`config.mk`:
```
export PLATFORM = sky130hd
export DESIGN_NAME = execute_ldst_pipe
export DESIGN_NICKNAME = d
export VERILOG_FILES = /design/src/rtl/execute_ldst_pipe_pkg.sv /design/src/rtl/ldst_outstanding_fifo.sv /design/src/rtl/execute_ldst_pipe.sv
export SDC_FILE = /design/constraint.sdc
export NUM_CORES = 1
export LEC_CHECK = 0
export ABC_AREA = 1
export BUFFER_PORTS_ARGS = -buffer_cell sky130_fd_sc_hd__buf_2
export CAP_MARGIN = 40
export CELL_PAD_IN_SITES_DETAIL_PLACEMENT = 0
export CELL_PAD_IN_SITES_GLOBAL_PLACEMENT = 1
export CORE_MARGIN = 3
export CORE_UTILIZATION = 35
export DETAILED_ROUTE_END_ITERATION = 6
export PLACE_DENSITY_LB_ADDON = 0.1
export SLEW_MARGIN = 20
export SYNTH_ARGS = -nofsm -noshare
export SYNTH_HDL_FRONTEND = slang
export SYNTH_SLANG_ARGS = --single-unit
export TNS_END_PERCENT = 30
```
`constraint.sdc`:
```
create_clock -name iCLOCK -period 3 [get_ports iCLOCK]
set_input_delay 0.45 -clock iCLOCK [delete_from_list [all_inputs] [get_ports iCLOCK]]
set_output_delay 0.45 -clock iCLOCK [all_outputs]
set_load 0.05 [all_outputs]
```
`src/rtl/execute_ldst_pipe_pkg.sv`:
```
// Load/store definitions shared by the memory ports: order encodings,
// lane masks, store lane replication and load alignment/extension.
package execute_ldst_pipe_pkg;

   localparam logic [1:0] LDST_ORDER_BYTE = 2'b00;
   localparam logic [1:0] LDST_ORDER_HALF = 2'b01;
   localparam logic [1:0] LDST_ORDER_WORD = 2'b10;

   typedef struct packed {
      logic       rw;
      logic [1:0] order;
      logic [1:0] lane;
      logic       sign;
   } ldst_attr_t;

   localparam int LDST_ATTR_W = $bits(ldst_attr_t);

   // Order 2'b11 falls into the word case everywhere.
   function automatic logic [3:0] ldst_mask(
      input logic [1:0] order,
      input logic [1:0] lane
   );
      logic [3:0] m;
      m = 4'b1111;
      unique case (1'b1)
         (order == LDST_ORDER_BYTE): m = 4'b0001 << lane;
         (order == LDST_ORDER_HALF): m = lane[1] ? 4'b1100 : 4'b0011;
         default:                    m = 4'b1111;
      endcase
      return m;
   endfunction

   function automatic logic [31:0] ldst_store_data(
      input logic [1:0]  order,
      input logic [31:0] data
   );
      logic [31:0] r;
      r = data;
      unique case (1'b1)
         (order == LDST_ORDER_BYTE): r = {4{data[7:0]}};
         (order == LDST_ORDER_HALF): r = {2{data[15:0]}};
         default:                    r = data;
      endcase
      return r;
   endfunction

   function automatic logic [31:0] ldst_load_data(
      input logic [1:0]  order,
      input logic [1:0]  lane,
      input logic        sign,
      input logic [31:0] data
   );
      logic [31:0] r;
      logic [7:0]  b;
      logic [15:0] h;
      r = data;
      b = data[{lane, 3'b000} +: 8];
      h = lane[1] ? data[31:16] : data[15:0];
      unique case (1'b1)
         (order == LDST_ORDER_BYTE): r = {{24{sign & b[7]}}, b};
         (order == LDST_ORDER_HALF): r = {{16{sign & h[15]}}, h};
         default:                    r = data;
      endcase
      return r;
   endfunction

endpackage

```
`src/rtl/ldst_outstanding_fifo.sv`:
```
// Register FIFO holding metadata of issued data-port requests;
// responses come back in order and pop the head.
module ldst_outstanding_fifo #(
   parameter int DEPTH = 4,
   parameter int W = 8,
   localparam int CNT_W = $clog2(DEPTH + 1)
) (
   input  logic             clk,
   input  logic             rst_n,
   input  logic             flush,
   input  logic             push,
   input  logic [W-1:0]     push_data,
   input  logic             pop,
   output logic [W-1:0]     head,
   output logic [CNT_W-1:0] count,
   output logic             full,
   output logic             empty
);

   localparam int PTR_W = $clog2(DEPTH);

   logic [W-1:0]     mem [DEPTH];
   logic [PTR_W-1:0] wr_ptr;
   logic [PTR_W-1:0] rd_ptr;

   always_ff @(posedge clk or negedge rst_n) begin
      if (!rst_n) begin
         wr_ptr <= '0;
         rd_ptr <= '0;
         count  <= '0;
      end else if (flush) begin
         wr_ptr <= '0;
         rd_ptr <= '0;
         count  <= '0;
      end else begin
         if (push) wr_ptr <= wr_ptr + PTR_W'(1);
         if (pop)  rd_ptr <= rd_ptr + PTR_W'(1);
         unique case ({push, pop})
            2'b10:   count <= count + CNT_W'(1);
            2'b01:   count <= count - CNT_W'(1);
            default: count <= count;
         endcase
      end
   end

   always_ff @(posedge clk or negedge rst_n) begin
      if (!rst_n) begin
         for (int i = 0; i < DEPTH; i++) mem[i] <= '0;
      end else if (push && !flush) begin
         mem[wr_ptr] <= push_data;
      end
   end

   assign head  = mem[rd_ptr];
   assign full  = (count == CNT_W'(DEPTH));
   assign empty = (count == '0);

endmodule

```
`src/rtl/execute_ldst_pipe.sv`:
```
// Load/store execute port: one-entry issue register, in-order
// outstanding tracking, load alignment and flush discard.
module execute_ldst_pipe
   import execute_ldst_pipe_pkg::*;
#(
   parameter int DEPTH = 4,
   parameter int TAG_W = 6,
   parameter int REG_W = 6,
   localparam int CNT_W = $clog2(DEPTH + 1)
) (
   input  logic             iCLOCK,
   input  logic             inRESET,
   input  logic             iRESET_SYNC,
   input  logic             iREQ_VALID,
   output logic             oREQ_LOCK,
   input  logic             iREQ_RW,
   input  logic [1:0]       iREQ_ORDER,
   input  logic             iREQ_SIGNED,
   input  logic [31:0]      iREQ_ADDR,
   input  logic [31:0]      iREQ_DATA,
   input  logic [TAG_W-1:0] iREQ_COMMIT_TAG,
   input  logic [REG_W-1:0] iREQ_DEST_REGNAME,
   output logic             oDATAIO_REQ,
   input  logic             iDATAIO_BUSY,
   output logic             oDATAIO_RW,
   output logic [1:0]       oDATAIO_ORDER,
   output logic [3:0]       oDATAIO_MASK,
   output logic [31:0]      oDATAIO_ADDR,
   output logic [31:0]      oDATAIO_DATA,
   input  logic             iDATAIO_REQ,
   input  logic [31:0]      iDATAIO_DATA,
   output logic             oWB_VALID,
   output logic             oWB_WRITEBACK,
   output logic [TAG_W-1:0] oWB_COMMIT_TAG,
   output logic [REG_W-1:0] oWB_DEST_REGNAME,
   output logic [31:0]      oWB_DATA,
   output logic [CNT_W-1:0] oOUTSTANDING,
   output logic             oPROTOCOL_ERR
);

   localparam int META_W = TAG_W + REG_W + LDST_ATTR_W;

   logic             b_issue_valid;
   logic             b_issue_rw;
   logic [1:0]       b_issue_order;
   logic             b_issue_signed;
   logic [31:0]      b_issue_addr;
   logic [31:0]      b_issue_data;
   logic [TAG_W-1:0] b_issue_tag;
   logic [REG_W-1:0] b_issue_reg;
   logic [CNT_W-1:0] b_discard;
   logic             b_protocol_err;

   logic             issue_fire;
   logic             accept;
   logic             discarding;
   logic             resp_drop;
   logic             resp_pop;
   logic             resp_stray;
   logic             wb_fire;
   logic [CNT_W-1:0] discard_next;

   logic [META_W-1:0] push_meta;
   logic [META_W-1:0] fifo_head;
   logic [CNT_W-1:0]  fifo_count;
   logic              fifo_full;
   logic              fifo_empty;
   ldst_attr_t        push_attr;
   ldst_attr_t        head_attr;
   logic [TAG_W-1:0]  head_tag;
   logic [REG_W-1:0]  head_reg;

   // Full check uses registered occupancy; a pop this cycle does not help.
   assign oDATAIO_REQ = b_issue_valid && !fifo_full && !iRESET_SYNC;
   assign issue_fire  = oDATAIO_REQ && !iDATAIO_BUSY;
   assign discarding  = (b_discard != '0);
   assign oREQ_LOCK   = (b_issue_valid && !issue_fire) || discarding;
   assign accept      = iREQ_VALID && !oREQ_LOCK;

   assign resp_drop  = iDATAIO_REQ && discarding;
   assign resp_pop   = iDATAIO_REQ && !discarding && !fifo_empty;
   assign resp_stray = iDATAIO_REQ && !discarding && fifo_empty;
   assign wb_fire    = resp_pop && !iRESET_SYNC;

   assign discard_next = b_discard + fifo_count
                       - CNT_W'(resp_drop || resp_pop);

   always_ff @(posedge iCLOCK or negedge inRESET) begin
      if (!inRESET) begin
         b_issue_valid  <= 1'b0;
         b_issue_rw     <= 1'b0;
         b_issue_order  <= '0;
         b_issue_signed <= 1'b0;
         b_issue_addr   <= '0;
         b_issue_data   <= '0;
         b_issue_tag    <= '0;
         b_issue_reg    <= '0;
      end else if (iRESET_SYNC) begin
         b_issue_valid <= 1'b0;
      end else if (accept) begin
         b_issue_valid  <= 1'b1;
         b_issue_rw     <= iREQ_RW;
         b_issue_order  <= iREQ_ORDER;
         b_issue_signed <= iREQ_SIGNED;
         b_issue_addr   <= iREQ_ADDR;
         b_issue_data   <= iREQ_DATA;
         b_issue_tag    <= iREQ_COMMIT_TAG;
         b_issue_reg    <= iREQ_DEST_REGNAME;
      end else if (issue_fire) begin
         b_issue_valid <= 1'b0;
      end
   end

   always_ff @(posedge iCLOCK or negedge inRESET) begin
      if (!inRESET) begin
         b_discard      <= '0;
         b_protocol_err <= 1'b0;
      end else begin
         if (iRESET_SYNC)    b_discard <= discard_next;
         else if (resp_drop) b_discard <= b_discard - CNT_W'(1);
         if (resp_stray) b_protocol_err <= 1'b1;
      end
   end

   always_comb begin
      push_attr       = '0;
      push_attr.rw    = b_issue_rw;
      push_attr.order = b_issue_order;
      push_attr.lane  = b_issue_addr[1:0];
      push_attr.sign  = b_issue_signed;
   end

   assign push_meta = {b_issue_tag, b_issue_reg, push_attr};

   ldst_outstanding_fifo #(
      .DEPTH (DEPTH),
      .W     (META_W)
   ) u_fifo (
      .clk       (iCLOCK),
      .rst_n     (inRESET),
      .flush     (iRESET_SYNC),
      .push      (issue_fire),
      .push_data (push_meta),
      .pop       (resp_pop),
      .head      (fifo_head),
      .count     (fifo_count),
      .full      (fifo_full),
      .empty     (fifo_empty)
   );

   assign head_tag  = fifo_head[META_W-1 -: TAG_W];
   assign head_reg  = fifo_head[LDST_ATTR_W +: REG_W];
   assign head_attr = ldst_attr_t'(fifo_head[LDST_ATTR_W-1:0]);

   // Attributes read as zero whenever nothing is being offered.
   always_comb begin
      oDATAIO_RW    = 1'b0;
      oDATAIO_ORDER = '0;
      oDATAIO_MASK  = '0;
      oDATAIO_ADDR  = '0;
      oDATAIO_DATA  = '0;
      if (b_issue_valid) begin
         oDATAIO_RW    = b_issue_rw;
         oDATAIO_ORDER = b_issue_order;
         oDATAIO_MASK  = ldst_mask(b_issue_order, b_issue_addr[1:0]);
         oDATAIO_ADDR  = {b_issue_addr[31:2], 2'b00};
         oDATAIO_DATA  = ldst_store_data(b_issue_order, b_issue_data);
      end
   end

   always_comb begin
      oWB_VALID        = wb_fire;
      oWB_WRITEBACK    = 1'b0;
      oWB_COMMIT_TAG   = '0;
      oWB_DEST_REGNAME = '0;
      oWB_DATA         = '0;
      if (wb_fire) begin
         oWB_WRITEBACK    = !head_attr.rw;
         oWB_COMMIT_TAG   = head_tag;
         oWB_DEST_REGNAME = head_reg;
         if (!head_attr.rw) begin
            oWB_DATA = ldst_load_data(head_attr.order, head_attr.lane,
                                      head_attr.sign, iDATAIO_DATA);
         end
      end
   end

   assign oOUTSTANDING  = fifo_count;
   assign oPROTOCOL_ERR = b_protocol_err;

endmodule

```
## Yosys cells after proc, flatten, opt, wreduce, memory -nomap -nowiden

Cells that the tools add are included.
Widths: inputs -> output; s select.

- Flip-flop bits (word level): 164

- Add/sub/neg operators: 7
- Magnitude comparators: 3
- Eq/ne operators: 5
- Shift operators: 2
- Multiplexer cells: 32
- Bitwise logic cells: 5
- Reductions and logical operators: 32

Operator list:

| kind | count |
|---|---|
| $mux 32 | 4 |
| $pmux 32 s2 | 2 |
| $bwmux 72 | 1 |
| $mux 18 | 3 |
| $bmux 18 s2 | 1 |
| $demux 18 s2 | 1 |
| $shiftx 32x6->8 | 1 |
| $mux 16 | 1 |
| $logic_and 1x1->1 | 12 |
| $mux 6 | 2 |
| $mux 2 | 5 |
| $mux 3 | 3 |
| $reduce_bool 3->1 | 3 |
| $logic_not 1->1 | 8 |
| $mux 4 | 2 |
| $pmux 4 s2 | 1 |
| $eq 2x1->1 const B | 3 |
| $ge 3x3->1 const B | 2 |
| $not 2->3 | 2 |
| $pmux 3 s2 | 1 |
| $reduce_bool 2->1 | 3 |
| $sub 3x1->3 const B | 2 |
| $mux 1 | 5 |
| $add 2x1->2 const B | 2 |
| 13 further kinds | 16 |

## Logic depth before layout (Yosys ltp)

- Depth after elaboration: 12
- Gate-level depth with buffers: 15
- Gate-level depth less buffers: 15

## Cells and area by module

Synthesis repeated with hierarchy kept, for this count alone.

- Cells, all modules: 1172
- Area, all modules: 8804.7 um2

By module, submodules not included:

| module | instances | cells an instance | area an instance (um2) | sequential area each (um2) |
|---|---|---|---|---|
| execute_ldst_pipe | 1 | 766 | 5133.7 | 2127.0 |
| ldst_outstanding_fifo | 1 | 406 | 3671.0 | 1976.9 |

## Worst setup path before layout

No wires, ideal clock.

- Kind: flip-flop to output port
- Start: register u_fifo.count[0]
- End: output port oWB_DATA[10]
- Data arrival time: 2.775 ns
- Required time: 2.550 ns
- Setup slack: -0.225 ns
- Cell stages (with the launch flop): 10
- Buffers on the path: 1
- Path through: dfrtp_1 inv_1 nand3_1 nand3_2 nor2_2 nand3_2 inv_2 buf_4 o21ai_0 a21oi_1

- Cells in the longest elaborated chain, start to end: 5

RTL lines:

| element | line | source |
|---|---|---|
| start: declaration | ldst_outstanding_fifo.sv:15 | `output logic [CNT_W-1:0] count,` |
| start signal: assignment | ldst_outstanding_fifo.sv:39 | `2'b10: count <= count + CNT_W'(1);` |
| start signal: assignment | ldst_outstanding_fifo.sv:40 | `2'b01: count <= count - CNT_W'(1);` |
| start signal: assignment | ldst_outstanding_fifo.sv:41 | `default: count <= count;` |
| $logic_not 3->1 | ldst_outstanding_fifo.sv:56 | `assign empty = (count == '0);` |
| $logic_not 1->1 | execute_ldst_pipe.sv:81 | `assign resp_pop = iDATAIO_REQ && !discarding && !fifo_empty;` |
| $logic_and 1x1->1 | execute_ldst_pipe.sv:81 |  |
| $logic_and 1x1->1 | execute_ldst_pipe.sv:83 | `assign wb_fire = resp_pop && !iRESET_SYNC;` |
| via oWB_VALID | execute_ldst_pipe.sv:32 | `output logic oWB_VALID,` |
| $mux 32 | execute_ldst_pipe.sv:177 | `if (wb_fire) begin` |
| end: declaration | execute_ldst_pipe.sv:36 | `output logic [31:0] oWB_DATA,` |

The timed path passes the listed nets, and every way through them passes these cells.

## Final worst setup path

- Start: register b_discard[1]
- End: output port oWB_DATA[12]

- Cells in the longest elaborated chain, start to end: 6

RTL lines:

| element | line | source |
|---|---|---|
| start: declaration | execute_ldst_pipe.sv:51 | `logic [CNT_W-1:0] b_discard;` |
| start signal: assignment | execute_ldst_pipe.sv:119 | `if (iRESET_SYNC) b_discard <= discard_next;` |
| start signal: assignment | execute_ldst_pipe.sv:120 | `else if (resp_drop) b_discard <= b_discard - CNT_W'(1);` |
| $reduce_bool 3->1 | execute_ldst_pipe.sv:76 | `assign discarding = (b_discard != '0);` |
| $logic_not 1->1 | execute_ldst_pipe.sv:81 |  |
| $logic_and 1x1->1 (2 in series) | execute_ldst_pipe.sv:81 |  |
| $logic_and 1x1->1 | execute_ldst_pipe.sv:83 |  |
| $mux 32 | execute_ldst_pipe.sv:177 |  |

No other way between the ends.

==> results.ini <==
[run_status]
status=finished clean

[grt]
grtUsageTotal_pct=19.57
gr-total-overflow=0
antenna_found_initial=7
grt_pass1_vias=7969
grt_max_degree=101
grt_first_pass_wirelength_mm=42.19

[drt]
first_pass_iters=5
first_iter_violations=451
vias=8091
wire_per_inst_um=15.10
via_per_inst=4.626
drc=0
final_antenna_net_count=0
wl_mm=26.40

[min_path]
whs_path_depth=3
hold_class=input port to flip-flop

[setup_path]
critPathArrivalTime_ps=2390
slowest_delay_ps=360
cp_max_fo=15
slowest_stage=dfrtp_1
critPathRequiredTime_ps=2550
cp-start-kind=flip-flop
criticalPathCategory=flip-flop to output port
rr_worst_depth=16
crit_path_cell_trace=inv_1 -> ha_1 -> inv_1 -> nor2_4 -> nand3_4 -> nor2_4 -> nand3_4 -> clkinv_8 -> o21ai_0 -> a21oi_2 -> buf_2
critPathCaptureType=output port

[synth]
yosys_warnings=0
async_reset_ff_share_pct=100.0
yosysSeqAreaShare_pct=46.26
syn_area_um2=8871
synthDistinctLibCells=36
synth-seq-cells=164
syn_area_per_cell_um2=7.505
synth_edf_count=0
synthFlopType=dfrtp_1
synth_cells=1182

[cells_and_area]
layout_common_cells=nand2_1 (296), buf_2 (212), inv_1 (196)
regMostFlops=u_fifo.mem
drive_above_1_share_pct=25.48
final_common_cell=nand2_1
largestRegisters=u_fifo.mem: 72 flops, b_issue_addr: 32 flops, b_issue_data: 32 flops
area_growth_pct=27.63
largest_register_ffs=72
postLayoutCoreUtil_pct=46.02
finish.net_count=1537

[sta]
max_freq_ghz=0.3520
tightest_slew_ps=543.8
tns_ps=0
max-slew-margin-rel_pct=63.75
hold_viol=0
setup_viol=0
period_needed_ps=2841
slew_viol_final=0
post-route-period-util_pct=94.70
clock_skew_ps=14.62
setup_ws_ps=159.1

[job]
cap_violations=0

[clock_network]
cts_root_buffer=clkbuf_16
clk_pin_slew_worst_paths_ps=80
worstSkewPairLatency_ps=440
cts_tree=yes
htree_levels=4
cts-buffers-inserted=17
clkSinkCount=164
clk_path_buf_depth=2

[power]
p_leak_nw=6.387
power_density_nw_per_um2=759.0
ir_worst_vdd_mv=0.3694

[place]
hpwlAfterDp_mm=18.53
globalplace.congestion=0.8171
portBuffers=238
pre_cts_ws_ps=257.0

[die]
core_area_um2=24600
num_rows=57
ioPinCount=241
die_w_um=165.2
die_h_um=165.2
start_util_pct=36.05
die_area_um2=27290

## cell families (layout without fill, tap and decap cells)
group           Yosys count  in the layout  share of synthesized area [%]
buf+inv                 270            507                          12.38
flops                   164            164                          46.26
other cells               1              6                        0.04227
fa+ha+maj                11             11                          1.721
simple gates            418            419                          20.69
compound gates          313            313                          18.41
xor+xnor                  5              5                         0.4936
## metal layers
| layer | vias up | routed length (um) | part of all wire, % | global-route usage [%] |
|---|---|---|---|---|
| li1 | 4173 | - | - | - |
| met3 | 28 | 1819 | 6.9 | 6.311 |
| met4 | 10 | 197 | 0.75 | 3.774 |
| met2 | 191 | 12320 | 47 | 31.25 |
| met5 | - | 49 | 0.19 | 0 |
| met1 | 3689 | 12010 | 46 | 26.23 |
## metrics by stage
stage	area, um^2	total power, W	instances	hold slack (ps)
3_3_place_gp	10400	0.006186	1704	451.5
5_1_grt	11310	0.009234	1746	233.7
2_1_floorplan	8901	0.005428	1183	154.4
4_1_cts	11070	0.008532	1737	219.2
3_5_place_dp	10400	0.006224	1704	449.1
6_report	11320	0.008594	1749	235.4
## where the power goes
group | leakage [nW] | switching [W] | internal (W) | total, W
Sequential | 2.06 | 0.000520 | 0.00284 | 0.00336
Clock | 0.295 | 0.00106 | 0.00120 | 0.00226
Combinational | 4.03 | 0.00201 | 0.000970 | 0.00298
Total | 6.39 | 0.00359 | 0.00501 | 0.00859
## Yosys cell counts (all sizes together) (2+ instances only)
cell / instances / share of area [%]
o21ai: 227 / 13
o21a: 9 / 0.76
nor3: 5 / 0.47
xnor2: 4 / 0.39
nand3: 33 / 2.4
ha: 9 / 1.3
clkbuf: 39 / 1.7
nand2: 308 / 14
dfrtp: 164 / 46
a21oi: 52 / 2.9
fa: 2 / 0.45
o22ai: 16 / 1.1
buf: 28 / 2.1
inv: 202 / 8.5
o211ai: 7 / 0.59
nor2: 71 / 4.1
## final timing paths
kind | from | to | slack, ps
worst min register to register | b_issue_addr[30] | b_issue_addr[30] | 490
worst max register to register | b_discard[1] | b_discard[2] | 270
max in group asynchronous | inRESET | b_issue_data[16] | 1600
min in group asynchronous | inRESET | b_issue_addr[13] | 520
worst min-delay path | iREQ_ADDR[25] | b_issue_addr[25] | 240
worst max-delay path | b_discard[1] | oWB_DATA[12] | 160
## worst max-delay path, delay by kind of cell (launching register included)
kind | cells | cell delay, ps
buf+inv | 4 | 580
fa+ha+maj | 1 | 160
simple gates | 4 | 620
flops | 1 | 360
compound gates | 2 | 220
## final cells by class
cell class / instances / area, um^2
Timing Repair inverter: 1 / 11.26
Multi-Input combinational cell: 750 / 3787
Sequential cell: 164 / 4106
Clock inverter: 15 / 182.7
Antenna cell: 4 / 10.01
Clock buffer: 17 / 425.4
Fill cell: 2573 / 13280
Tap cell: 324 / 405.4
Inverter: 203 / 780.7
Timing Repair Buffer: 271 / 1613
## what timing repair did
action,4_1_cts,5_1_grt
pin swaps,0,4
hold buffers,1,0
buffers inserted,0,6
gates cloned,0,2
gates resized for setup,19,51
hold endpoints to repair,34,0
endpoints found under the setup margin,32,43
Power figures use the tool's default switching activity.
